### src/rtl/ddr_wr_arb.sv
// Two-port AXI write arbiter in front of a single DDR write port.
// Define WLAST_CHK_EN to drive m_axi_wlast from the beat counter and flag source WLAST mismatches.
module ddr_wr_arb #(
    parameter int ADDR_WIDTH = 31,
    parameter int DATA_WIDTH = 512,
    parameter int ID_WIDTH   = 4
) (
    input  logic                    clk,
    input  logic                    rst_n,
    input  logic [ADDR_WIDTH-1:0]   s0_axi_awaddr,
    input  logic [7:0]              s0_axi_awlen,
    input  logic                    s0_axi_awvalid,
    output logic                    s0_axi_awready,
    input  logic [DATA_WIDTH-1:0]   s0_axi_wdata,
    input  logic [DATA_WIDTH/8-1:0] s0_axi_wstrb,
    input  logic                    s0_axi_wlast,
    input  logic                    s0_axi_wvalid,
    output logic                    s0_axi_wready,
    output logic [1:0]              s0_axi_bresp,
    output logic                    s0_axi_bvalid,
    input  logic                    s0_axi_bready,
    input  logic [ADDR_WIDTH-1:0]   s1_axi_awaddr,
    input  logic [7:0]              s1_axi_awlen,
    input  logic                    s1_axi_awvalid,
    output logic                    s1_axi_awready,
    input  logic [DATA_WIDTH-1:0]   s1_axi_wdata,
    input  logic [DATA_WIDTH/8-1:0] s1_axi_wstrb,
    input  logic                    s1_axi_wlast,
    input  logic                    s1_axi_wvalid,
    output logic                    s1_axi_wready,
    output logic [1:0]              s1_axi_bresp,
    output logic                    s1_axi_bvalid,
    input  logic                    s1_axi_bready,
    output logic [ID_WIDTH-1:0]     m_axi_awid,
    output logic [ADDR_WIDTH-1:0]   m_axi_awaddr,
    output logic [7:0]              m_axi_awlen,
    output logic [2:0]              m_axi_awsize,
    output logic [1:0]              m_axi_awburst,
    output logic                    m_axi_awvalid,
    input  logic                    m_axi_awready,
    output logic [DATA_WIDTH-1:0]   m_axi_wdata,
    output logic [DATA_WIDTH/8-1:0] m_axi_wstrb,
    output logic                    m_axi_wlast,
    output logic                    m_axi_wvalid,
    input  logic                    m_axi_wready,
    input  logic [ID_WIDTH-1:0]     m_axi_bid,
    input  logic [1:0]              m_axi_bresp,
    input  logic                    m_axi_bvalid,
    output logic                    m_axi_bready,
    output logic [1:0]              grant,
    output logic                    wlast_err
);

    typedef enum logic [1:0] {IDLE, ADDR, DATA} state_e;

    state_e                state_q, state_d;
    logic                  own_q, own_d;
    logic                  prio_q, prio_d;
    logic [ADDR_WIDTH-1:0] addr_q, addr_d;
    logic [7:0]            len_q, len_d;
    logic [7:0]            cnt_q, cnt_d;
    logic                  pick;
    logic                  own_wvalid;
    logic                  own_wlast;
    logic                  beat;
    logic                  last_beat;
    logic                  in_data;
    logic                  unused_bid;
`ifdef WLAST_CHK_EN
    logic                  err_q, err_d;
    logic                  exp_last;
`endif

    assign unused_bid = ^m_axi_bid;

    always_comb begin
        state_d        = state_q;
        own_d          = own_q;
        prio_d         = prio_q;
        addr_d         = addr_q;
        len_d          = len_q;
        cnt_d          = cnt_q;
        s0_axi_awready = 1'b0;
        s1_axi_awready = 1'b0;
        in_data        = (state_q == DATA);
        // prio_q names the port that wins a tie
        pick       = s1_axi_awvalid & (~s0_axi_awvalid | prio_q);
        own_wvalid = own_q ? s1_axi_wvalid : s0_axi_wvalid;
        own_wlast  = own_q ? s1_axi_wlast : s0_axi_wlast;
        beat       = in_data & own_wvalid & m_axi_wready;
`ifdef WLAST_CHK_EN
        err_d       = err_q;
        exp_last    = (cnt_q == len_q);
        last_beat   = beat & exp_last;
        m_axi_wlast = in_data & exp_last;
        wlast_err   = err_q;
`else
        last_beat   = beat & own_wlast;
        m_axi_wlast = in_data & own_wlast;
        wlast_err   = 1'b0;
`endif
        unique case (state_q)
            IDLE: begin
                if (s0_axi_awvalid | s1_axi_awvalid) begin
                    s0_axi_awready = ~pick & rst_n;
                    s1_axi_awready = pick & rst_n;
                    own_d   = pick;
                    prio_d  = ~pick;
                    addr_d  = pick ? s1_axi_awaddr : s0_axi_awaddr;
                    len_d   = pick ? s1_axi_awlen : s0_axi_awlen;
                    state_d = ADDR;
                end
            end
            ADDR: begin
                if (m_axi_awready) begin
                    cnt_d   = 8'd0;
                    state_d = DATA;
                end
            end
            DATA: begin
                if (beat) begin
                    cnt_d = cnt_q + 8'd1;
`ifdef WLAST_CHK_EN
                    if (own_wlast != exp_last) err_d = 1'b1;
`endif
                    if (last_beat) state_d = IDLE;
                end
            end
            default: state_d = IDLE;
        endcase

        m_axi_awid    = ID_WIDTH'(own_q);
        m_axi_awaddr  = addr_q;
        m_axi_awlen   = len_q;
        m_axi_awsize  = 3'd6;
        m_axi_awburst = 2'b01;
        m_axi_awvalid = (state_q == ADDR);
        m_axi_wvalid  = in_data & own_wvalid;
        m_axi_wdata   = own_q ? s1_axi_wdata : s0_axi_wdata;
        m_axi_wstrb   = own_q ? s1_axi_wstrb : s0_axi_wstrb;
        s0_axi_wready = in_data & ~own_q & m_axi_wready;
        s1_axi_wready = in_data & own_q & m_axi_wready;
        grant         = (state_q == IDLE) ? 2'b00 : (own_q ? 2'b10 : 2'b01);

        // write responses are steered by ID alone, decoupled from the W burst
        s0_axi_bvalid = m_axi_bvalid & ~m_axi_bid[0];
        s1_axi_bvalid = m_axi_bvalid & m_axi_bid[0];
        s0_axi_bresp  = m_axi_bresp;
        s1_axi_bresp  = m_axi_bresp;
        m_axi_bready  = m_axi_bid[0] ? s1_axi_bready : s0_axi_bready;
    end

    always_ff @(posedge clk or negedge rst_n) begin
        if (!rst_n) begin
            state_q <= IDLE;
            own_q   <= 1'b0;
            prio_q  <= 1'b0;
            addr_q  <= '0;
            len_q   <= 8'd0;
            cnt_q   <= 8'd0;
`ifdef WLAST_CHK_EN
            err_q   <= 1'b0;
`endif
        end else begin
            state_q <= state_d;
            own_q   <= own_d;
            prio_q  <= prio_d;
            addr_q  <= addr_d;
            len_q   <= len_d;
            cnt_q   <= cnt_d;
`ifdef WLAST_CHK_EN
            err_q   <= err_d;
`endif
        end
    end

endmodule
### config.mk
export PLATFORM = sky130hd
export DESIGN_NAME = ddr_wr_arb
export DESIGN_NICKNAME = d
export VERILOG_FILES = /design/src/rtl/ddr_wr_arb.sv
export SDC_FILE = /design/constraint.sdc
export NUM_CORES = 1
export LEC_CHECK = 0
export CORE_AREA = 2 2 742 744
export DETAILED_ROUTE_END_ITERATION = 8
export DIE_AREA = 0 0 744 746
export PLACE_DENSITY_LB_ADDON = 0.2
export SLEW_MARGIN = 10
export SYNTH_ARGS = -nofsm -noshare
export SYNTH_HDL_FRONTEND = slang
export SYNTH_SLANG_ARGS = --single-unit
### constraint.sdc
create_clock -name clk -period 2.61 [get_ports clk]
set_clock_uncertainty 0.1 [all_clocks]
set_input_delay 0.3915 -clock clk [delete_from_list [all_inputs] [get_ports clk]]
set_output_delay 0.3915 -clock clk [all_outputs]
set_load 0.005 [all_outputs]
==> run_results.csv <==
group,metric,value,unit
routing,viasPerCell,1.885,
synthesis,syn-cell-area,0.009006,sq mm
timing,drv_slew,0,
layout,syn2layout_area_growth,341.4,%
synthesis,syn-instance-count,830,
synthesis,ys_ff_latch,43,
synthesis,syn_avg_cell_area,10.85,sq um
worst_setup_path,criticalPathCategory,"reg -> out",
timing,hold_slack,0.05945,ns
place,port_buffers,1871,
worst_setup_path,worstPathCellList,"buf_16, buf_16, buf_4, mux2_2, clkdlybuf4s50_1",
routing,vias,19450,
status,run_status,"complete, but fails checks",
timing,timing.final.hold_violations,0,
routing,drt-initial-drc-count,1079,
clock_network,cts_tree,"done",
synthesis,synth_area_leader_cell,"mux2_2",
global_route,grt_max_degree,70,
timing,rsz0062_at_grt,"yes",
routing,drc,0,
worst_setup_path,slowest_stage,"clkdlybuf4s50_1",
global_route,grt_first_pass_wirelength,466.4,mm
routing,ant_nets,0,
timing,fmax,356.1,MHz
die,initial_core_util,1.646,%
clock_network,clkTransAtPathRegs,0.08,ns
clock_network,numCtsBuffers,5,
global_route,grt_usage,14.72,%
worst_setup_path,crit_path_end_kind,"output pin",
global_route,first_global_vias,17970,
worst_setup_path,worstPathRequired,2.12,ns
die,core,0.5472,sq mm
global_route,antenna_found_initial,626,
synthesis,synth_top_area_share,72.15,%
timing,tightest_slew,0.5370,ns
clock_network,cts-root-buf,"clkbuf_16",
place,pre_cts_ws,-0.1348,ns
timing,slew_headroom,64.20,%
worst_hold_path,hold_path_class,"in -> async",
timing,period_needed,2.808,ns
timing,worst_slack,-0.1980,ns
global_route,grt-ovfl-total,0,
routing,firstDrtPassIters,4,
worst_setup_path,crit_arrival,2.32,ns
die,die-area,0.5550,sq mm
timing,period_share,107.6,%
layout,drive_gt1_share,34.54,%
pwr,leakage,0.01378,uW
worst_setup_path,timing.rr.start,"state_q[1]$_DFFE_PN0P_",
place,place_hpwl,408.1,mm
status,violations,"negative setup slack",
worst_setup_path,critPathMaxStageDelay,0.53,ns
clock_network,htree_levels,2,
clock_network,insertion_delay,0.30,ns
synthesis,synth_warnings,0,
worst_setup_path,ff2ff_setup_slack,0.84,ns
routing,routedWlPerCell,41.55,um
clock_network,cts_buffer_depth,2,
synthesis,synth_area_leaders,"mux2_2, dfrtp_1, a221o_1",
die,io_pins,1890,
place,gp_congestion,1.004,
layout,nNetsFinal,4013,
timing,setup_violations,193,
pwr,ir_worst_vdd,385.4,uV
worst_setup_path,startpoint,"own_q$_DFFE_PN0P_",
flow_run,drv_cap,0,
worst_setup_path,start_kind,"register",
clock_network,clock_sink_count,43,
synthesis,seq_area_frac_synth,11.95,%
worst_setup_path,cpMostUsedCell,"buf_16",
pwr,powerDensity,609.0,mW/mm^2
die,rows,272,
synthesis,synth_cell_type_count,24,
worst_setup_path,crit_fanout,12,
die,die_h,746,um
routing,totalWireLength,428.6,mm
die,die_x,744,um
## final cells by class
type / instances / area (sq um)
fill: 64030 / 507500
timing repair buffer: 2018 / 21120
tap: 7261 / 9085
multi-input combinational: 695 / 7589
sequential: 43 / 1080
antenna: 289 / 723.2
clock buffer: 6 / 138.9
clock inverter: 2 / 16.27
inverter: 1 / 3.754
## through the flow
stage / std cells / area, sq um / util [%] / total power [uW] / setup TNS, ns
after global placement: 9941 / 37280 / 6.812 / 22070 / -6.486
after CTS: 9992 / 38160 / 6.973 / 24130 / -67.55
final: 10320 / 39750 / 7.264 / 24210 / -11.14
after global routing: 10070 / 39150 / 7.154 / 25420 / -23.61
after floorplan: 837 / 9032 / - / 7716 / 0
after detailed placement: 9941 / 37280 / 6.812 / 21950 / -7.441
## cells in the final DEF (no fill, tap or decap), types with 20 or more instances in the layout
| master | netlist | routed |
|---|---|---|
| a221o_1 | 39 | 39 |
| buf_12 | 0 | 62 |
| buf_16 | 0 | 20 |
| buf_2 | 73 | 45 |
| buf_4 | 14 | 97 |
| buf_6 | 5 | 47 |
| clkbuf_2 | 0 | 48 |
| clkdlybuf4s15_1 | 0 | 27 |
| clkdlybuf4s15_2 | 0 | 22 |
| clkdlybuf4s50_1 | 0 | 1380 |
| dfrtp_1 | 43 | 42 |
| diode_2 | 0 | 289 |
| dlygate4sd2_1 | 0 | 67 |
| dlymetal6s2s_1 | 0 | 176 |
| mux2_2 | 577 | 530 |
| mux2_4 | 0 | 47 |
| o21a_1 | 39 | 39 |
## timing repair
item	CTS	global route
endpoints found under the setup margin	507	407
resized for setup	599	391
hold endpoints to repair	5	0
setup buffers	31	35
hold buffers	1	0
cloned	13	10
## cells in the mapped netlist
library cell / n
mux2i_1: 2
or2b_1: 1
dfrtp_1: 43
inv_1: 1
a32o_1: 1
o2bb2ai_1: 1
o21a_1: 39
nor2b_1: 3
nand4b_1: 1
clkbuf_1: 6
mux2_2: 577
buf_6: 5
nor2_1: 6
and3_1: 3
o21ai_0: 2
nand4_1: 1
buf_2: 73
nand2b_1: 3
a221o_1: 39
buf_4: 14
or2_1: 1
conb_1: 2
and2_1: 4
nand2_1: 2
## registers in the layout, indices dropped and copies added (netlist names)
register / count
m_axi_awaddr: 31
m_axi_awlen: 8
own_q: 1
prio_q: 1
state_q: 2
## routing by layer
layer / GRT usage, % / wire [um] / up-vias
met4: 3.505 / 13460 / 364
met2: 19.60 / 158100 / 2068
met5: 0 / 2392 / -
li1: - / - / 7380
met3: 14.07 / 93530 / 861
met1: 16.55 / 161100 / 8774
## power by group
part	switching (uW)	total, uW	internal, uW	leakage, uW
registers	220	1220	996	0.000531
logic	10200	22300	12000	0.0132
clock network	331	715	385	0.0000749
total	10800	24200	13400	0.0138
## worst max-delay path: cells and delay by family (launching register included)
| kind | cells | cell delay (ns) |
|---|---|---|
| flops | 1 | 0.52 |
| mux | 1 | 0.30 |
| buf+inv | 4 | 1.10 |
## logic make-up (layout without fill, tap and decap cells)
kind of cell	count (synthesis)	in the layout	share of synthesized area, %
buf+inv	99	2027	6.140
flops	43	43	11.95
compound gates	82	82	7.905
other cells	2	298	0.08339
mux	579	579	72.37
simple gates	25	25	1.556
## final timing paths
| kind | cells past startpoint | to |
|---|---|---|
| setup / recovery | 5 | m_axi_wstrb[55] |
| hold / removal | 2 | m_axi_awlen[1]$_DFFE_PN0P_ |
| setup reg to reg | 4 | m_axi_awaddr[6]$_DFFE_PN0P_ |
| hold reg to reg | 2 | prio_q$_DFFE_PN0P_ |
| max in group asynchronous | 2 | m_axi_awaddr[26]$_DFFE_PN0P_ |
| min in group clk | 2 | prio_q$_DFFE_PN0P_ |
Note: power is estimated with default switching activity, not from simulation.
